<file path="config.mk">
export PLATFORM = sky130hd
export DESIGN_NAME = serial_logic_engine
export DESIGN_NICKNAME = d
export VERILOG_FILES = /design/src/rtl/serial_logic_pkg.sv /design/src/rtl/logicalunit.sv /design/src/rtl/serial_logic_engine.sv
export SDC_FILE = /design/constraint.sdc
export NUM_CORES = 1
export LEC_CHECK = 0
export BUFFER_PORTS_ARGS = -buffer_cell sky130_fd_sc_hd__buf_4
export CELL_PAD_IN_SITES_DETAIL_PLACEMENT = 0
export CELL_PAD_IN_SITES_GLOBAL_PLACEMENT = 1
export CORE_MARGIN = 2
export CORE_UTILIZATION = 43
export DETAILED_ROUTE_END_ITERATION = 8
export GPL_TIMING_DRIVEN = 0
export PLACE_DENSITY_LB_ADDON = 0.3
export REMOVE_ABC_BUFFERS = 1
export SLEW_MARGIN = 25
export SYNTH_ARGS = -nofsm -noshare
export SYNTH_HDL_FRONTEND = slang
export SYNTH_SLANG_ARGS = --single-unit
export TNS_END_PERCENT = 1
</file>
<file path="constraint.sdc">
create_clock -name clk -period 1.8 [get_ports clk]
set_input_delay 0.54 -clock clk [delete_from_list [all_inputs] [get_ports clk]]
set_output_delay 0.54 -clock clk [all_outputs]
set_load 0.02 [all_outputs]
</file>
<file path="src/rtl/serial_logic_pkg.sv">
// Shared definitions for the serial logic engine.
// Holds the FSM state encoding and the named 4-bit truth-table codes
// understood by the per-bit logicalunit (out = func[{a,b}]).
package serial_logic_pkg;

    typedef enum logic [1:0] {
        ST_IDLE = 2'd0,
        ST_RUN  = 2'd1,
        ST_DONE = 2'd2
    } state_t;

    localparam logic [3:0] FUNC_NOR    = 4'b0001;
    localparam logic [3:0] FUNC_XOR    = 4'b0110;
    localparam logic [3:0] FUNC_NAND   = 4'b0111;
    localparam logic [3:0] FUNC_AND    = 4'b1000;
    localparam logic [3:0] FUNC_XNOR   = 4'b1001;
    localparam logic [3:0] FUNC_PASS_B = 4'b1010;
    localparam logic [3:0] FUNC_PASS_A = 4'b1100;
    localparam logic [3:0] FUNC_OR     = 4'b1110;

endpackage

</file>
<file path="src/rtl/logicalunit.sv">
// Two-input programmable logic cell.
// Ports: a, b - operand bits; func[3:0] - truth table; out = func[{a,b}].
module logicalunit (
    input  logic       a,
    input  logic       b,
    input  logic [3:0] func,
    output logic       out
);

    assign out = func[{a, b}];

endmodule

</file>
<file path="src/rtl/serial_logic_engine.sv">
// Bit-serial sequencer around one logicalunit.
// Accepts an operand pair and function code (in_valid/in_ready), streams
// the operands LSB-first through the cell one bit per clock, rebuilds the
// result word and offers it on out_valid/out_ready.
// Ports:
//   clk, rst_n            - clock, asynchronous active-low reset
//   in_valid, in_ready    - input handshake (ready only in IDLE)
//   op_a, op_b, func      - operands and truth table, sampled at accept
//   out_valid, out_ready  - output handshake (valid only in DONE)
//   result                - assembled result word
//   busy                  - operation in progress or result pending
module serial_logic_engine
    import serial_logic_pkg::*;
#(
    parameter int WIDTH = 8
) (
    input  logic             clk,
    input  logic             rst_n,
    input  logic             in_valid,
    output logic             in_ready,
    input  logic [WIDTH-1:0] op_a,
    input  logic [WIDTH-1:0] op_b,
    input  logic [3:0]       func,
    output logic             out_valid,
    input  logic             out_ready,
    output logic [WIDTH-1:0] result,
    output logic             busy
);

    // Counter must exist even for WIDTH=1.
    localparam int CNT_W = (WIDTH <= 1) ? 1 : $clog2(WIDTH);
    localparam logic [CNT_W-1:0] CNT_LAST = CNT_W'(WIDTH - 1);

    state_t             state_r;
    state_t             state_next_s;
    logic [CNT_W-1:0]   cnt_r;
    logic [WIDTH-1:0]   sh_a_r;
    logic [WIDTH-1:0]   sh_b_r;
    logic [3:0]         func_r;
    logic [WIDTH-1:0]   result_r;
    logic [WIDTH-1:0]   result_shift_s;
    logic               lu_out_s;
    logic               accept_s;
    logic               in_ready_r;
    logic               out_valid_r;
    logic               busy_r;

    // Single per-bit datapath cell, fed from the low end of the shifters.
    logicalunit u_lu (
        .a    (sh_a_r[0]),
        .b    (sh_b_r[0]),
        .func (func_r),
        .out  (lu_out_s)
    );

    // Handshake qualifiers are taken from the state register, not from outputs.
    always_comb begin
        accept_s = in_valid && (state_r == ST_IDLE);
    end

    // Next-state decode; any unknown encoding falls back to IDLE.
    always_comb begin
        state_next_s = state_r;
        case (state_r)
            ST_IDLE: begin
                if (in_valid) begin
                    state_next_s = ST_RUN;
                end else begin
                    state_next_s = ST_IDLE;
                end
            end
            ST_RUN: begin
                if (cnt_r == CNT_LAST) begin
                    state_next_s = ST_DONE;
                end else begin
                    state_next_s = ST_RUN;
                end
            end
            ST_DONE: begin
                if (out_ready) begin
                    state_next_s = ST_IDLE;
                end else begin
                    state_next_s = ST_DONE;
                end
            end
            default: begin
                state_next_s = ST_IDLE;
            end
        endcase
    end

    // New result bit enters at the MSB so the first (LSB) step ends at bit 0.
    always_comb begin
        result_shift_s             = result_r >> 1;
        result_shift_s[WIDTH-1]    = lu_out_s;
    end

    // State register plus status flags registered from the next state.
    always_ff @(posedge clk or negedge rst_n) begin
        if (!rst_n) begin
            state_r     <= ST_IDLE;
            in_ready_r  <= 1'b1;
            out_valid_r <= 1'b0;
            busy_r      <= 1'b0;
        end else begin
            state_r     <= state_next_s;
            in_ready_r  <= (state_next_s == ST_IDLE);
            out_valid_r <= (state_next_s == ST_DONE);
            busy_r      <= (state_next_s != ST_IDLE);
        end
    end

    // Operand capture, serial shifting, bit counting and result assembly.
    always_ff @(posedge clk or negedge rst_n) begin
        if (!rst_n) begin
            cnt_r    <= '0;
            sh_a_r   <= '0;
            sh_b_r   <= '0;
            func_r   <= 4'b0000;
            result_r <= '0;
        end else begin
            case (state_r)
                ST_IDLE: begin
                    if (accept_s) begin
                        sh_a_r <= op_a;
                        sh_b_r <= op_b;
                        func_r <= func;
                        cnt_r  <= '0;
                    end else begin
                        cnt_r  <= cnt_r;
                    end
                end
                ST_RUN: begin
                    result_r <= result_shift_s;
                    sh_a_r   <= sh_a_r >> 1;
                    sh_b_r   <= sh_b_r >> 1;
                    cnt_r    <= cnt_r + CNT_W'(1);
                end
                default: begin
                    cnt_r <= cnt_r;
                end
            endcase
        end
    end

    assign in_ready  = in_ready_r;
    assign out_valid = out_valid_r;
    assign busy      = busy_r;
    assign result    = result_r;

endmodule
</file>
==> results of run 1 <==
[critical path: stages (launching register included)]
cell,delay [ns]
dfrtp_4,0.67
nor2b_4,0.65
mux2_4,0.35
[cell type report]
cell class	count	share of cell area, %
flip-flops and latches	36	41.8
clock buffers	6	3.33
multi-input cells	77	35.6
clock inverters	2	1.61
well taps	50	2.87
repair buffers	34	11.7
inverters	18	3.10
[through the flow]
step	cell area, sq um	power, mW	cells	setup WS, ns
6_report	2180	3.74	223	0.00815
4_1_cts	2170	3.77	223	0.0138
3_3_place_gp	2040	2.93	214	-0.517
3_5_place_dp	2040	3.02	214	-0.584
5_1_grt	2180	4.02	223	-0.0828
2_1_floorplan	1720	2.50	130	-0.0386
[routing by layer]
layer,up-vias,GRT usage [%]
met4,0,5.23
met1,636,19.1
met5,-,0
met2,35,26.3
li1,589,-
met3,2,5.85
[synthesized netlist by cell type]
cell type / instances / area, sq um
nand2b_1: 1 / 6.26
nand4bb_1: 5 / 56.3
nor3b_4: 1 / 18.8
buf_6: 5 / 56.3
o311ai_1: 11 / 96.3
a211o_1: 1 / 8.76
ha_1: 2 / 25.0
buf_2: 7 / 35.0
dfrtp_1: 35 / 876
o311ai_0: 2 / 17.5
clkbuf_1: 1 / 3.75
or4bb_1: 11 / 124
clkbuf_2: 2 / 10.0
o311ai_2: 1 / 16.3
nor2_1: 1 / 3.75
a22o_1: 2 / 17.5
o31ai_1: 4 / 30.0
mux4_2: 1 / 22.5
inv_1: 18 / 67.6
mux2_2: 12 / 135
nand3b_1: 16 / 120
a21boi_0: 1 / 7.51
o21bai_1: 2 / 15.0
nor2b_4: 1 / 13.8
mux2_4: 1 / 15.0
dfstp_2: 1 / 26.3
[timing repair]
action | CTS | global route
pin swaps | 1 | 0
setup endpoints to repair | 35 | 20
cloned | 1 | 0
resized for setup | 5 | 2
[registers in the layout, summed over array words and instances, names as in the netlist]
register	count
state_r	2
busy	1
in_ready	1
cnt_r	3
result	8
sh_b_r	8
sh_a_r	8
out_valid	1
func_r	4
[placed cells by master, fill, tap and decap left out, types with 2 or more instances in the layout]
cell       count
dfrtp_1       33
o311ai_1      11
o31ai_1        4
or4bb_1       11
nor3b_4        2
ha_1           2
inv_1         18
o311ai_0       2
o21bai_1       2
nand3b_1      16
a22o_1         2
mux2_2        10
clkbuf_8       5
buf_4         34
mux2_4         3
dfrtp_4        2
nand4bb_1      5
[where the power goes]
part	switching [mW]	internal [mW]
combinational	0.681	0.810
clock	0.281	0.411
sequential	0.359	1.20
total	1.32	2.42
[cells by family after synthesis]
group	after synthesis	share of synthesized area [%]
compound gates	24	11.5
fa+ha+maj	2	1.37
buf+inv	33	9.46
flops	36	49.5
mux	14	9.46
simple gates	36	18.8
[final timing paths]
kind	slack, ns	cells past startpoint	end	startpoint
max	0.008	2	result[1]	state_r[0]
min in group clk	0.49	2	func_r[3]	func[3]
max in group asynchronous	1.23	1	state_r[1]	rst_n
max reg2reg	0.008	2	result[1]	state_r[0]
min	0.20	1	func_r[1]	rst_n
min reg2reg	0.52	1	func_r[2]	func_r[2]
==> summary.md, run 1 <==
| Metric | Value |
|---|---|
| Status | finished clean |
| Count of different cell masters after synthesis | 26 |
| Site Rows | 23 |
| Crit-path max FO | 38 |
| Die width | 69.1 um |
| ANT cells | 0 |
| DRT iter0 DRCs | 53 |
| First-pass GRT wire length | 6.09 mm |
| Antenna Nets Post-Route | 0 |
| Met1 Wirelength | 1.64 mm |
| Setup_tns | 0 ns |
| CTS tree | built |
| Share of cells above drive strength 1 | 35.8% |
| Setup-failing EPs final | 0 |
| Synth warn | 0 |
| Synthesized area | 1820 sq um |
| Routed via count | 1262 |
| Clock sink count | 36 |
| Leak Pwr | 0.962 nW |
| Fillers | 361 |
| Final Skew | 0.00459 ns |
| Initial Util | 45.3% |
| Core footprint | 4030 sq um |
| Uppermost layer routed | met4 |
| P&R area growth vs syn | 19.4% |
| Hold_ws | 0.203 ns |
| Largest net degree at the start of global routing | 42 |
| Final Cycle Share | 99.5% |
| Post-CTS Setup Inserts | 0 |
| Drt drc | 0 |
| I/O pin count | 35 |
| CTS Buf Count | 5 |
| Tmin final | 1.79 ns |
| Min-delay worst type | input pin to async pin |
| Deepest clock path buffer count | 2 |
| Power per cell area | 1720 nW/um^2 |
| RSZ-0062 raised after global routing | true |
| Syn avg cell area | 12.6 sq um |
| IO Port Bufs | 34 |
| H-tree depth | 2 |
| Clk Latency, worst-skew pair | 0.29 ns |
| Max Clock Freq | 558 MHz |
| Max_slew headroom | 56.3% |
| Crit Path Class | register to register |
| Worst vdd ir | 652 uV |
| Crit path required time | 1.97 ns |
| CTS clock-pin slew for the worst setup and hold paths | 0.07 ns |
| Antenna violations before repair | 0 |
| Sequential cell area | 910 sq um |
| Post-DP HPWL | 2.10 mm |
| Worst EP arrival | 1.96 ns |
| Root Driver | clkbuf_8 |
| GRT overflow | 0 |
| Slew of the pin with the lowest slew margin | 0.654 ns |
| Met3 WL | 204 um |
| Sequential fraction of the synthesis area | 49.5% |
| Final Wtd Congestion | 0.664 |
| Final Hold Fails | 0 |
| Fin nets | 198 |
| Wire length per cell | 15.9 um |
| Vias in the first global route | 1355 |
| Slew Limit Fails | 0 |
| Die H | 69.1 um |
| Total track usage | 15.9% |
| Hold bufs inserted after CTS | 0 |
| WL met2 | 1.70 mm |
| Cells after Synth | 145 |
| Die Area | 4780 sq um |
| Routed WL | 3.55 mm |
| Critical Path Sink Type | register |
| Yosys reg bits | 36 |
| Multi-input gate area | 776 sq um |
| Initial DRT Pass Iterations | 4 |
| Final Util | 54.1% |
| Max-cap violation count | 0 |
| Vias/cell | 5.66 |
| CP Launch Type | register |
No activity file was read; power rests on OpenSTA's default activity.
==> run 2, diff against run 1 <==
--- a/config.mk
+++ b/config.mk
@@ -6,6 +6,7 @@
 export NUM_CORES = 1
 export LEC_CHECK = 0
 export BUFFER_PORTS_ARGS = -buffer_cell sky130_fd_sc_hd__buf_4
+export CAP_MARGIN = 20
 export CELL_PAD_IN_SITES_DETAIL_PLACEMENT = 0
 export CELL_PAD_IN_SITES_GLOBAL_PLACEMENT = 1
 export CORE_MARGIN = 2
==> constraint.sdc (replaced) <==
create_clock -name clk -period 1.8 [get_ports clk]
set_input_delay 0.09 -clock clk [delete_from_list [all_inputs] [get_ports clk]]
set_output_delay 0.09 -clock clk [all_outputs]
set_load 0.02 [all_outputs]
==> summary.md, run 2 (synthesis results as in run 1) <==
| Metric | Value |
|---|---|
| Met1 Use GR | 18.9% (-0.19 points) |
| Initial Util | 45.3% (unchanged) |
| Post-CTS Setup Inserts | 0 (unchanged) |
| Final Wtd Congestion | 0.664 (unchanged) |
| Antenna violations before repair | 0 (unchanged) |
| Worst r2r dst | result[1] |
| Crit-path max cell delay | 0.67 ns (about the same) |
| Total track usage | 15.9% (unchanged) |
| Min-delay worst type | input pin to register |
| R2R Path Start | state_r[0] |
| Power per cell area | 1710 nW/um^2 (-0.38%) |
| CTS Buf Count | 5 (unchanged) |
| Fillers | 360 (-0.28%) |
| IO Port Bufs | 34 (unchanged) |
| Antenna Nets Post-Route | 0 (unchanged) |
| Site Rows | 23 (unchanged) |
| Initial DRT Pass Iterations | 4 (unchanged) |
| Hold Path Depth | 2 |
| Most frequent cells in the layout | buf_4 (34), dfrtp_1 (33), inv_1 (18) |
| Worst r2r path cells | 2 (unchanged) |
| Crit-path max FO | 38 (unchanged) |
| CP Cell Sequence | nor2b_4, mux2_4 |
| CP Launch Type | register |
| Wire length per cell | 15.8 um (-1.1%) |
| Setup_tns | 0 ns (unchanged) |
| Share of cells above drive strength 1 | 35.6% (-0.21 points) |
| Post-DP HPWL | 2.10 mm (unchanged) |
| Final Skew | 0.00440 ns (-0.000198 ns) |
| I/O pin count | 35 (unchanged) |
| First-pass GRT wire length | 6.09 mm (+0.12%) |
| Deepest clock path buffer count | 2 (unchanged) |
| Clk Latency, worst-skew pair | 0.28 ns (about the same) |
| Met3 global-route usage | 5.85% (unchanged) |
| Leak Pwr | 0.966 nW (+0.43%) |
| Routed via count | 1265 (+0.24%) |
| Slew Limit Fails | 0 (unchanged) |
| Tmin final | 1.80 ns (+0.00507 ns) |
| Max Clock Freq | 557 MHz (-0.28%) |
| RSZ-0062 raised after global routing | true |
| Routed WL | 3.53 mm (-0.68%) |
| Final Cycle Share | 99.8% (+0.28 points) |
| CTS tree | built |
| Worst vdd ir | 653 uV (+0.13%) |
| Clock sink count | 36 (unchanged) |
| Hold Path Origin | func[3] |
| Final Hold Fails | 0 (unchanged) |
| Critical Path Sink Type | register |
| Fin nets | 199 (+0.51%) |
| Die Area | 4780 sq um (unchanged) |
| Post-DP Area | 2040 sq um (unchanged) |
| Die width | 69.1 um (unchanged) |
| Vias in the first global route | 1363 (+0.59%) |
| Global-route track usage on met2 | 26.5% (+0.21 points) |
| Crit Path Class | register to register |
| GRT busiest layer | met2 |
| Root Driver | clkbuf_8 |
| CTS clock-pin slew for the worst setup and hold paths | 0.07 ns (about the same) |
| Max-cap violation count | 0 (unchanged) |
| Largest net degree at the start of global routing | 42 (unchanged) |
| Crit path required time | 1.97 ns (about the same) |
| Hold worst-path end | func_r[3] |
| Worst EP arrival | 1.97 ns (about the same) |
| Final instance area | 2190 sq um (+0.46%) |
| Max_slew headroom | 55.8% (-0.48 points) |
| Vias/cell | 5.65 (-0.21%) |
| Core footprint | 4030 sq um (unchanged) |
| Die H | 69.1 um (unchanged) |
| Status | finished clean |
| GRT overflow | 0 (unchanged) |
| Most common cell after layout, fill and taps aside | buf_4 |
| P&R area growth vs syn | 20.0% |
| Slew of the pin with the lowest slew margin | 0.661 ns (+0.00724 ns) |
| Reg2Reg Setup Slack | 0.003 ns (about the same) |
| Drt drc | 0 (unchanged) |
| Setup-failing EPs final | 0 (unchanged) |
| DRT iter0 DRCs | 50 (-5.7%) |
| Slowest stage cell, crit path | dfrtp_4 |
| H-tree depth | 2 (unchanged) |
| ANT cells | 0 (unchanged) |
run 2: changes by cell type in the layout (fill, tap and decap cells not counted):
cell and change:
dlygate4sd3_1 +1
run 2: report_power, final:
group / switching [mW] / internal [mW] / leakage, nW / total, mW
logic: 0.681 / 0.811 / 0.472 / 1.49
clock network: 0.282 / 0.411 / 0.0552 / 0.692
registers: 0.360 / 1.20 / 0.439 / 1.56
total: 1.32 / 2.43 / 0.966 / 3.75
run 2: worst max-delay path, delay by kind of cell, from the launching register on:
kind,cells,cell delay [ns]
DFF,1,0.67
muxes,1,0.35
and+or+nand+nor,1,0.65
run 2: cell type report:
| class | count | area (sq um) | area share (%) |
|---|---|---|---|
| clock buffers | 6 | 72.6 | 3.32 |
| clock inverters | 2 | 35.0 | 1.60 |
| inverters | 18 | 67.6 | 3.09 |
| multi-input cells | 77 | 776 | 35.4 |
| flip-flops and latches | 36 | 910 | 41.6 |
| well taps | 50 | 62.6 | 2.86 |
| repair buffers | 35 | 265 | 12.1 |
run 2: how the worst max path moves through the flow:
stage,startpoint,end,slack (ns),cells past startpoint
finish,state_r[0],result[1],0.003,2
CTS,state_r[0],result[1],0.01,2
floorplan,state_r[0],func_r[0],-0.04,2
global route,state_r[0],result[1],-0.08,2
global placement,state_r[0],func_r[2],-0.52,2
detailed placement,state_r[0],func_r[1],-0.58,2
run 2: metal layers:
metal  share of wire [%]  vias up
li1                    -      591
met3                 5.4        2
met2                  48       31
met5                   0        -
met1                  46      641
met4                0.40        0
run 2: per-stage QoR:
| step | hold slack [ns] | power [mW] | utilization, % | instances | setup WS (ns) |
|---|---|---|---|---|---|
| detailed placement | 0.0759 | 3.02 | 50.6 | 214 | -0.584 |
| global placement | 0.0655 | 2.93 | 50.6 | 214 | -0.517 |
| CTS | 0.0276 | 3.78 | 54.1 | 224 | 0.0138 |
| floorplan | -0.206 | 2.50 | - | 130 | -0.0386 |
| finish | 0.0364 | 3.75 | 54.3 | 224 | 0.00309 |
| global route | 0.0223 | 4.02 | 54.3 | 224 | -0.0828 |
run 2: what timing repair did:
item                                   4_1_cts  5_1_grt
endpoints found under the hold margin       35        0
pin swaps                                    1        0
cloned                                       1        0
resized for setup                            5        2
hold buffers                                 1        0
setup endpoints to repair                   35       20
